[src/rtl/writeback32.sv]
// Purpose: MIPS writeback stage: WB pipeline register, result select and HI/LO registers.
// Latency: one cycle from MEM inputs to Wdata/Waddr/RegWrite. Backpressure: stall holds WB and suppresses RegWrite; flush inserts a bubble.
module writeback32 (
    input  logic        clock,
    input  logic        reset,
    input  logic        stall,
    input  logic        flush,
    input  logic        MEM_RegWrite,
    input  logic        MEM_MemtoReg,
    input  logic        MEM_Link,
    input  logic        MEM_Mfhi,
    input  logic        MEM_Mflo,
    input  logic        MEM_Mthi,
    input  logic        MEM_Mtlo,
    input  logic        MEM_HiLoWrite,
    input  logic [4:0]  MEM_Waddr,
    input  logic [31:0] MEM_ALU_result,
    input  logic [31:0] MEM_read_data,
    input  logic [31:0] MEM_opcplus4,
    input  logic [31:0] MEM_hi_in,
    input  logic [31:0] MEM_lo_in,
    output logic [31:0] Wdata,
    output logic [4:0]  Waddr,
    output logic        RegWrite,
    output logic [31:0] HI,
    output logic [31:0] LO,
    output logic        WB_valid
);

    typedef struct packed {
        logic reg_write;
        logic mem_to_reg;
        logic link;
        logic mfhi;
        logic mflo;
        logic mthi;
        logic mtlo;
        logic hilo_write;
    } wb_ctl_t;

    typedef struct packed {
        wb_ctl_t     ctl;
        logic [4:0]  waddr;
        logic [31:0] alu_result;
        logic [31:0] read_data;
        logic [31:0] opcplus4;
        logic [31:0] hi_in;
        logic [31:0] lo_in;
    } wb_t;

    wb_t  wb_q;
    wb_t  mem_d;
    logic wb_valid_q;
    logic commit;

    always_comb begin
        mem_d                = '0;
        mem_d.ctl.reg_write  = MEM_RegWrite;
        mem_d.ctl.mem_to_reg = MEM_MemtoReg;
        mem_d.ctl.link       = MEM_Link;
        mem_d.ctl.mfhi       = MEM_Mfhi;
        mem_d.ctl.mflo       = MEM_Mflo;
        mem_d.ctl.mthi       = MEM_Mthi;
        mem_d.ctl.mtlo       = MEM_Mtlo;
        mem_d.ctl.hilo_write = MEM_HiLoWrite;
        mem_d.waddr          = MEM_Waddr;
        mem_d.alu_result     = MEM_ALU_result;
        mem_d.read_data      = MEM_read_data;
        mem_d.opcplus4       = MEM_opcplus4;
        mem_d.hi_in          = MEM_hi_in;
        mem_d.lo_in          = MEM_lo_in;
    end

    // The WB instruction retires at the end of any unstalled cycle, flushed or not.
    assign commit = wb_valid_q && !stall;

    always_ff @(posedge clock or posedge reset) begin
        if (reset) begin
            wb_q       <= '0;
            wb_valid_q <= 1'b0;
            HI         <= '0;
            LO         <= '0;
        end else begin
            if (commit) begin
                if (wb_q.ctl.hilo_write) begin
                    HI <= wb_q.hi_in;
                    LO <= wb_q.lo_in;
                end else if (wb_q.ctl.mthi) begin
                    HI <= wb_q.alu_result;
                end else if (wb_q.ctl.mtlo) begin
                    LO <= wb_q.alu_result;
                end
            end
            if (flush) begin
                wb_q.ctl   <= '0;
                wb_valid_q <= 1'b0;
            end else if (!stall) begin
                wb_q       <= mem_d;
                wb_valid_q <= 1'b1;
            end
        end
    end

    // Mfhi/Mflo see the registered HI/LO, i.e. the value before this edge's update.
    always_comb begin
        if (wb_q.ctl.link)            Wdata = wb_q.opcplus4;
        else if (wb_q.ctl.mfhi)       Wdata = HI;
        else if (wb_q.ctl.mflo)       Wdata = LO;
        else if (wb_q.ctl.mem_to_reg) Wdata = wb_q.read_data;
        else                          Wdata = wb_q.alu_result;
    end

    assign Waddr    = wb_q.waddr;
    assign RegWrite = wb_q.ctl.reg_write && wb_valid_q && (wb_q.waddr != 5'd0) && !stall;
    assign WB_valid = wb_valid_q;

endmodule
[config.mk]
export PLATFORM = sky130hd
export DESIGN_NAME = writeback32
export DESIGN_NICKNAME = d
export VERILOG_FILES = /design/src/rtl/writeback32.sv
export SDC_FILE = /design/constraint.sdc
export NUM_CORES = 1
export LEC_CHECK = 0
export ABC_AREA = 1
export CAP_MARGIN = 10
export CORE_ASPECT_RATIO = 0.9
export CORE_MARGIN = 2
export CORE_UTILIZATION = 50
export CTS_CLUSTER_SIZE = 30
export DETAILED_ROUTE_END_ITERATION = 8
export PLACE_DENSITY = 0.84
export SLEW_MARGIN = 20
export SYNTH_ARGS = -nofsm -noshare
export SYNTH_HDL_FRONTEND = slang
export SYNTH_SLANG_ARGS = --single-unit
export TNS_END_PERCENT = 30
[constraint.sdc]
create_clock -name clock -period 9 [get_ports clock]
set_input_delay 1.8 -clock clock [delete_from_list [all_inputs] [get_ports clock]]
set_output_delay 1.8 -clock clock [all_outputs]
set_load 0.01 [all_outputs]
==> results.md <==
- The number of buffers created by CTS is 25.
- The total power density per cell area is 220.3 nW/um^2.
- The worst setup path endpoint is RegWrite.
- The number of distinct library cell variants in the gate-level netlist after synthesis is 18.
- The maximum count of clock buffers along a single path is 3.
- The headroom to the max-slew limit is 29.32%.
- The number of global-route vias before repair is between 10000 and 15000.
- The mean post-synth cell area is 7.703 sq um.
- The total of endpoints with negative setup slack in the final report is 0.
- The count of input and output buffers is 279.
- The setup fix buffers added after clock tree synthesis is 0.
- The remaining antenna violation count is 0.
- The number of fill cells is 1760.
- The number of remaining DRC errors is 0.
- Measured on the finished design, the core utilization comes to 67.63%.
- Clock-pin slew was measured on the worst setup and hold paths at 0.06 ns.
- The clock net in this run drives a total of 238 sinks.
- The number of cells on the worst reg-to-reg path is 6.
- Yosys printed 0 warnings.
- The number of antenna violations at the first check in global routing was 6.
- Summing all flip-flop and latch instances after layout gives between 5000 and 6000 sq um.
- The later pin in the worst-skew pair is clocked with a latency of 0.52 ns.
- TritonCTS built the clock tree.
- The layout net count is 1844.
- The post-synthesis to final-layout area growth is 32.31%.
- In this run the static leakage power is 7.134 nW.
- The type of origin of the critical path is an input port.
- The flow ran to the end, and the final reports show no timing, DRC or antenna violations.
- The first global-routing pass estimated approximately 53000 um of wire.
- The critical path class is in2out.
- Global routing consumed, on the met1 layer, 38.18% of the routing resources.
- The half-perimeter wire length after detailed placement is about 21000 um.
- The pre-CTS setup slack is 3.401 ns.
- The synthesized netlist occupies a cell area of 11120 sq um.
- The layer flagged by global routing as most heavily used is met2.
- The area taken by multi-input logic gates is 4016 sq um.
- Max-cap violations in this run came to 0.
- The number of optimization iterations in the first detailed-route pass is 5.
- The cell count after synthesis is approximately 1400.
- The global route total overflow is 0.
- The initial utilization of the core area, before any placement, comes to 51.12%.
- The setup TNS is 0 ns.
- The average wire length per cell after detail routing is about 17 um.
- The overall routing resource usage is between 20% and 30%.
- The routed via count divided by cell count is 5.248.
- In the final layout, the share of cells above drive strength 1 is 3.976%.
- Global routing consumed, on the met2 layer, 42.53% of the routing resources.
- The maximum resistive drop on vdd is 0.1395 mV.
- Entering global routing, the biggest net connects 117 pins.
- The number of max-slew violations in the final report is 0.
- Counting I/O delays and the setup requirement, the final critical path takes roughly 5.6 ns.
- The clock root buffer is sky130_fd_sc_hd__clkbuf_16.
- By area the synthesized netlist is led by sky130_fd_sc_hd__dfrtp_1 54%, sky130_fd_sc_hd__nand2_1 19%, sky130_fd_sc_hd__o21ai_0 10%.
- The worst path uses 62.21% of the clock period.
- In this run the core area contains 51 standard-cell rows.
- The slew at the pin closest to its max-slew limit is 1.060 ns.
- Setup repair after global routing left no endpoint under its margin.
- The number of hold buffers added after CTS was 0.
- The internal reg-to-reg setup slack is 6.27 ns.
- The detailed-route via count is 10390.
- The worst-path maximum fanout is 34.
- The net count after synthesis is 1621.
- In this run the worst setup path begins at stall.
- Synthesis inferred 238 register bits.
- The area enclosed by the die boundary is ~23000 sq um.
- Hold is met by 0.4704 ns.
- In this run the worst hold path is classified as reg2reg.
- The area share of the largest cell type after synthesis is 53.54%.
- STA classifies the critical path endpoint as a primary output.
- Data on the critical path is required at its endpoint by 7.20 ns.
- The worst setup margin is 3.401 ns.
- Derived from the worst setup path, the maximum achievable clock frequency is 178.6 MHz.
- In this run the number of H-tree levels came out at 1.
- Summing the sequential cell areas from Yosys gives between 50% and 60% of the chip area.
- In this run the critical register-to-register path is launched from wb_q[165].
- Pin placement for this block handled between 200 and 300 I/O pins.
- For met3 alone, demand over resource in global routing was 7.780%.
- STA puts the critical path data arrival time at 3.80 ns.
- The floorplan step set the die height to 145.5 um.
- The largest clock skew in the final design is 0.01613 ns.
- The biggest area consumer among synthesized cells is sky130_fd_sc_hd__dfrtp_1.
- The destination of the worst register-to-register timing path is LO[19].
- The standard cell core area is 21760 sq um.
- The width of the die is 161.2 um.
- The number of hold violations in the final report is 0.
- The first routing iteration left 1049 violations.
- The final weighted congestion in routability-driven placement is between 0.8 and 0.9.
- The count of cells resized by post-cts repair is 0.
- The final wirelength is around 33000 um.
-- cell families after synthesis --
family / share of synthesized area [%]
and+or+nand+nor: 22.50
AOI/OAI and AO/OA: 13.51
buffers and inverters: 10.45
DFF: 53.54
-- per-layer routing --
| metal | vias to the layer above | part of all wire (%) |
|---|---|---|
| li1 | 4923 | - |
| met1 | 4874 | 42 |
| met2 | 511 | 45 |
| met3 | 73 | 10 |
| met4 | 4 | 2.9 |
| met5 | - | 0.058 |
-- sequential cells by signal (all words and copies together), names as in the netlist --
register  flops
LO           32
WB_valid      1
wb_q        168
Waddr         5
HI           32
-- Yosys cell counts --
cell type	count
sky130_fd_sc_hd__nand2_1	567
sky130_fd_sc_hd__nor2_1	1
sky130_fd_sc_hd__o21ai_1	6
sky130_fd_sc_hd__clkbuf_2	1
sky130_fd_sc_hd__nor2_4	1
sky130_fd_sc_hd__buf_6	1
sky130_fd_sc_hd__nand3_1	68
sky130_fd_sc_hd__a21oi_1	64
sky130_fd_sc_hd__buf_2	40
sky130_fd_sc_hd__inv_1	170
sky130_fd_sc_hd__o21ai_0	227
sky130_fd_sc_hd__clkbuf_1	26
sky130_fd_sc_hd__inv_2	4
sky130_fd_sc_hd__a21oi_4	1
sky130_fd_sc_hd__nand2_2	2
sky130_fd_sc_hd__nand4_1	1
sky130_fd_sc_hd__buf_4	26
sky130_fd_sc_hd__dfrtp_1	238
-- worst min path at each step --
| stage | from | to | slack, ns | depth (start not counted) |
|---|---|---|---|---|
| floorplan | wb_q[80] | wb_q[80] | 0.44 | 2 |
| global placement | wb_q[87] | wb_q[87] | 0.45 | 2 |
| detailed placement | wb_q[95] | wb_q[95] | 0.46 | 2 |
| CTS | wb_q[95] | wb_q[95] | 0.47 | 2 |
| global route | wb_q[71] | wb_q[71] | 0.49 | 2 |
| finish | wb_q[75] | wb_q[75] | 0.47 | 2 |
-- per-stage QoR --
stage	power (W)	instance area (sq um)	instances
final	0.003242	14720	1979
after global routing	0.003408	14710	1978
after CTS	0.003256	14710	1976
after detailed placement	0.002219	13880	1931
after global placement	0.002193	13880	1931
after floorplan	0.001761	11120	1444
-- where the power goes --
part | internal (W) | switching (W) | leakage [nW]
Combinational | 0.000403 | 0.000416 | 3.76
Clock | 0.000611 | 0.000423 | 0.414
Sequential | 0.00126 | 0.000131 | 2.96
Total | 0.00227 | 0.000969 | 7.13
-- final cells by class --
cell class,instances,area share [%]
antenna,3,0.05101
clock buffer,37,5.169
clock inverter,8,0.4591
inverter,174,4.489
multi-input combinational,938,27.29
sequential,238,40.50
tap,291,2.474
timing repair buffer,290,19.56
-- critical path, stage by stage --
cell	delay, ns
sky130_fd_sc_hd__clkdlybuf4s50_1	0.54
sky130_fd_sc_hd__inv_2	0.10
sky130_fd_sc_hd__nand2_2	0.07
sky130_fd_sc_hd__inv_2	0.51
sky130_fd_sc_hd__nand3_1	0.15
sky130_fd_sc_hd__inv_1	0.08
sky130_fd_sc_hd__clkdlybuf4s50_1	0.53
-- cell usage in the layout (no fill, tap or decap), types with 3 or more instances in the layout --
| cell type | synthesis | routed |
|---|---|---|
| sky130_fd_sc_hd__clkbuf_1 | 26 | 3 |
| sky130_fd_sc_hd__clkinv_2 | 0 | 6 |
| sky130_fd_sc_hd__inv_2 | 4 | 4 |
| sky130_fd_sc_hd__buf_4 | 26 | 10 |
| sky130_fd_sc_hd__diode_2 | 0 | 3 |
| sky130_fd_sc_hd__o21ai_1 | 6 | 5 |
| sky130_fd_sc_hd__nand3_1 | 68 | 68 |
| sky130_fd_sc_hd__inv_1 | 170 | 168 |
| sky130_fd_sc_hd__dfrtp_2 | 0 | 4 |
| sky130_fd_sc_hd__o21ai_0 | 227 | 227 |
| sky130_fd_sc_hd__clkdlybuf4s50_1 | 0 | 279 |
| sky130_fd_sc_hd__clkbuf_16 | 0 | 25 |
| sky130_fd_sc_hd__dfrtp_1 | 238 | 234 |
| sky130_fd_sc_hd__a21oi_1 | 64 | 64 |
| sky130_fd_sc_hd__nand2_1 | 567 | 567 |
| sky130_fd_sc_hd__clkbuf_8 | 0 | 9 |
(Power assumes the default switching activity.)
==> patch: new RTL, same flow settings <==
Make the reset (`reset`) synchronous in one clocked block.
--- a/src/rtl/writeback32.sv
+++ b/src/rtl/writeback32.sv
@@ -74,7 +74,7 @@
     // The WB instruction retires at the end of any unstalled cycle, flushed or not.
     assign commit = wb_valid_q && !stall;
 
-    always_ff @(posedge clock or posedge reset) begin
+    always_ff @(posedge clock) begin
         if (reset) begin
             wb_q       <= '0;
             wb_valid_q <= 1'b0;
Formal check against the unedited RTL: differs if reset is asserted again (counterexample within 4 cycles, from zero or initial values and one cycle with reset high); with reset held inactive, the same outputs for 4 cycles.
==> patch against the unedited design <==
Final area shrank 3.6%. Wire length up 2.1%. Via count rose by 7.2%. Maximum frequency rose by 3.8%. Global-route usage up 0.53 points. Sequential cell count unchanged. Die area decreased by 2.8%. Setup slack better by 0.20 ns. Core utilization decreased by 1.5 points. Area after synthesis is 2.9% lower.
Power is not compared: it rests on default switching activity, and its combinational part moved more than twofold at a synthesized area within 25%.
==> patch: results (changes against the unedited design) <==
stage	metric	value	unit	change
outcome	outcome	complete, no violations		
synth	yosys-top-cells-count	nand2_1, nor2_1, dfxtp_1, a21oi_1, inv_1		
placement	dp_cells	2102		+8.9%
worst_setup_path	cp_max_fo	16		-53%
drt	vias	11100		+7.2%
global_routing	grt_pass1_vias	10400		+0.32%
synth	ys_top_cells_by_area	dfxtp_1, nand2_1, nor2_1		
layout	reg_top3	wb_q: 168 flops, HI: 32 flops, LO: 32 flops		
synth	avgSynthCellArea	6.59	um2	-14%
worst_hold_path	min_path_type	flip-flop to flip-flop		
synth	synth_nets	1816		+12%
clock_tree	cts_htree_levels	1		unchanged
placement	place_area	13400	um2	-3.7%
global_routing	antenna_found_initial	2		-4
synth	yosysUniqueCellTypes	20		+2
synth	ys_async_sr_fraction	0		-1.00
synth	yosys_warnings	0		unchanged
layout	nets	2016		+9.3%
placement	dp.final_hpwl	21.1	mm	-2.0%
clock_tree	clockBufferDepth	3		unchanged
sta	worst_pin_slew	1.15	ns	+0.0922 ns
drt	via_per_inst	5.19		-1.0%
global_routing	grt_max_degree	156		+33%
clock_tree	numCtsBuffers	25		unchanged
layout	fill_cells	1893		+7.6%
clock_tree	cts-resized-gates	0		unchanged
layout	area_growth	31.4	%	
placement	place_ws	3.62	ns	+0.214 ns
drt	finalWirelength	33.6	mm	+2.1%
placement	place_congestion	0.849		+1.7%
clock_tree	cts_setup_buffers	0		unchanged
synth	ys_seq_area_frac	0.441		-0.0944
layout	drive_gt1_frac	0.0313		-0.00843
synth	synth_flop_cell	dfxtp_1		
global_routing	grtUsageTotal	0.283		+0.00533
drt	drt_iter0_drc	1159		+10%
drt	firstDrtPassIters	6		+1
sta	finalClockSkew	0.0174	ns	+0.00132 ns
pwr	peakVddDrop	115	uV	
global_routing	grt_pass1_wl	52.3	mm	-0.66%
[patch: cell count changes in the layout (fill, tap and decap cells not counted), sizes merged, moves of 43 or more]
cell,before,now
nand2,569,450
nor2,2,293
dfxtp,0,238
o21ai,233,190
a21oi,65,157
dfrtp,238,0
[patch: critical path: stages]
cell             delay (ns)
clkdlybuf4s50_1        0.81
nor2_8                 0.29
nand3_1                0.10
inv_1                  0.06
clkdlybuf4s50_1        0.52
[patch: path summary, 6_finish.rpt]
kind | start | endpoint | slack [ns] | cells past startpoint
worst max-delay path | stall | RegWrite | 3.61 | 5
worst min-delay path | wb_q[55] | wb_q[55] | 0.45 | 2
worst max register to register | wb_q[165] | LO[23] | 6.37 | 6
worst min register to register | wb_q[55] | wb_q[55] | 0.45 | 2
[patch: kinds of logic after synthesis]
kind of cell,synth area share
AO/OA/AOI/OAI,0.162
buffers and inverters,0.119
flip-flops,0.441
AND/OR/NAND/NOR,0.277
[patch: final cells by class]
type | instances | area share
flip-flops and latches | 238 | 0.336
repair buffers | 290 | 0.204
diodes | 1 | 0.000176
inverters | 159 | 0.0429
multi-input cells | 1125 | 0.335
clock inverters | 3 | 0.00485
clock buffers | 36 | 0.0519
well taps | 291 | 0.0257
[patch: metal layers]
| layer | wire, um | part of all wire | GRT usage | vias up |
|---|---|---|---|---|
| met5 | 13 | 0.00039 | 0 | - |
| met4 | 1020 | 0.030 | 0.0971 | 2 |
| met3 | 2950 | 0.088 | 0.0537 | 79 |
| met2 | 15800 | 0.47 | 0.492 | 509 |
| met1 | 13800 | 0.41 | 0.356 | 5072 |
| li1 | - | - | - | 5468 |
[patch: power by group]
part | internal (mW) | switching [mW]
clock network | 0.618 | 0.412
registers | 1.11 | 0.0312
logic | 0.167 | 0.182
total | 1.89 | 0.625
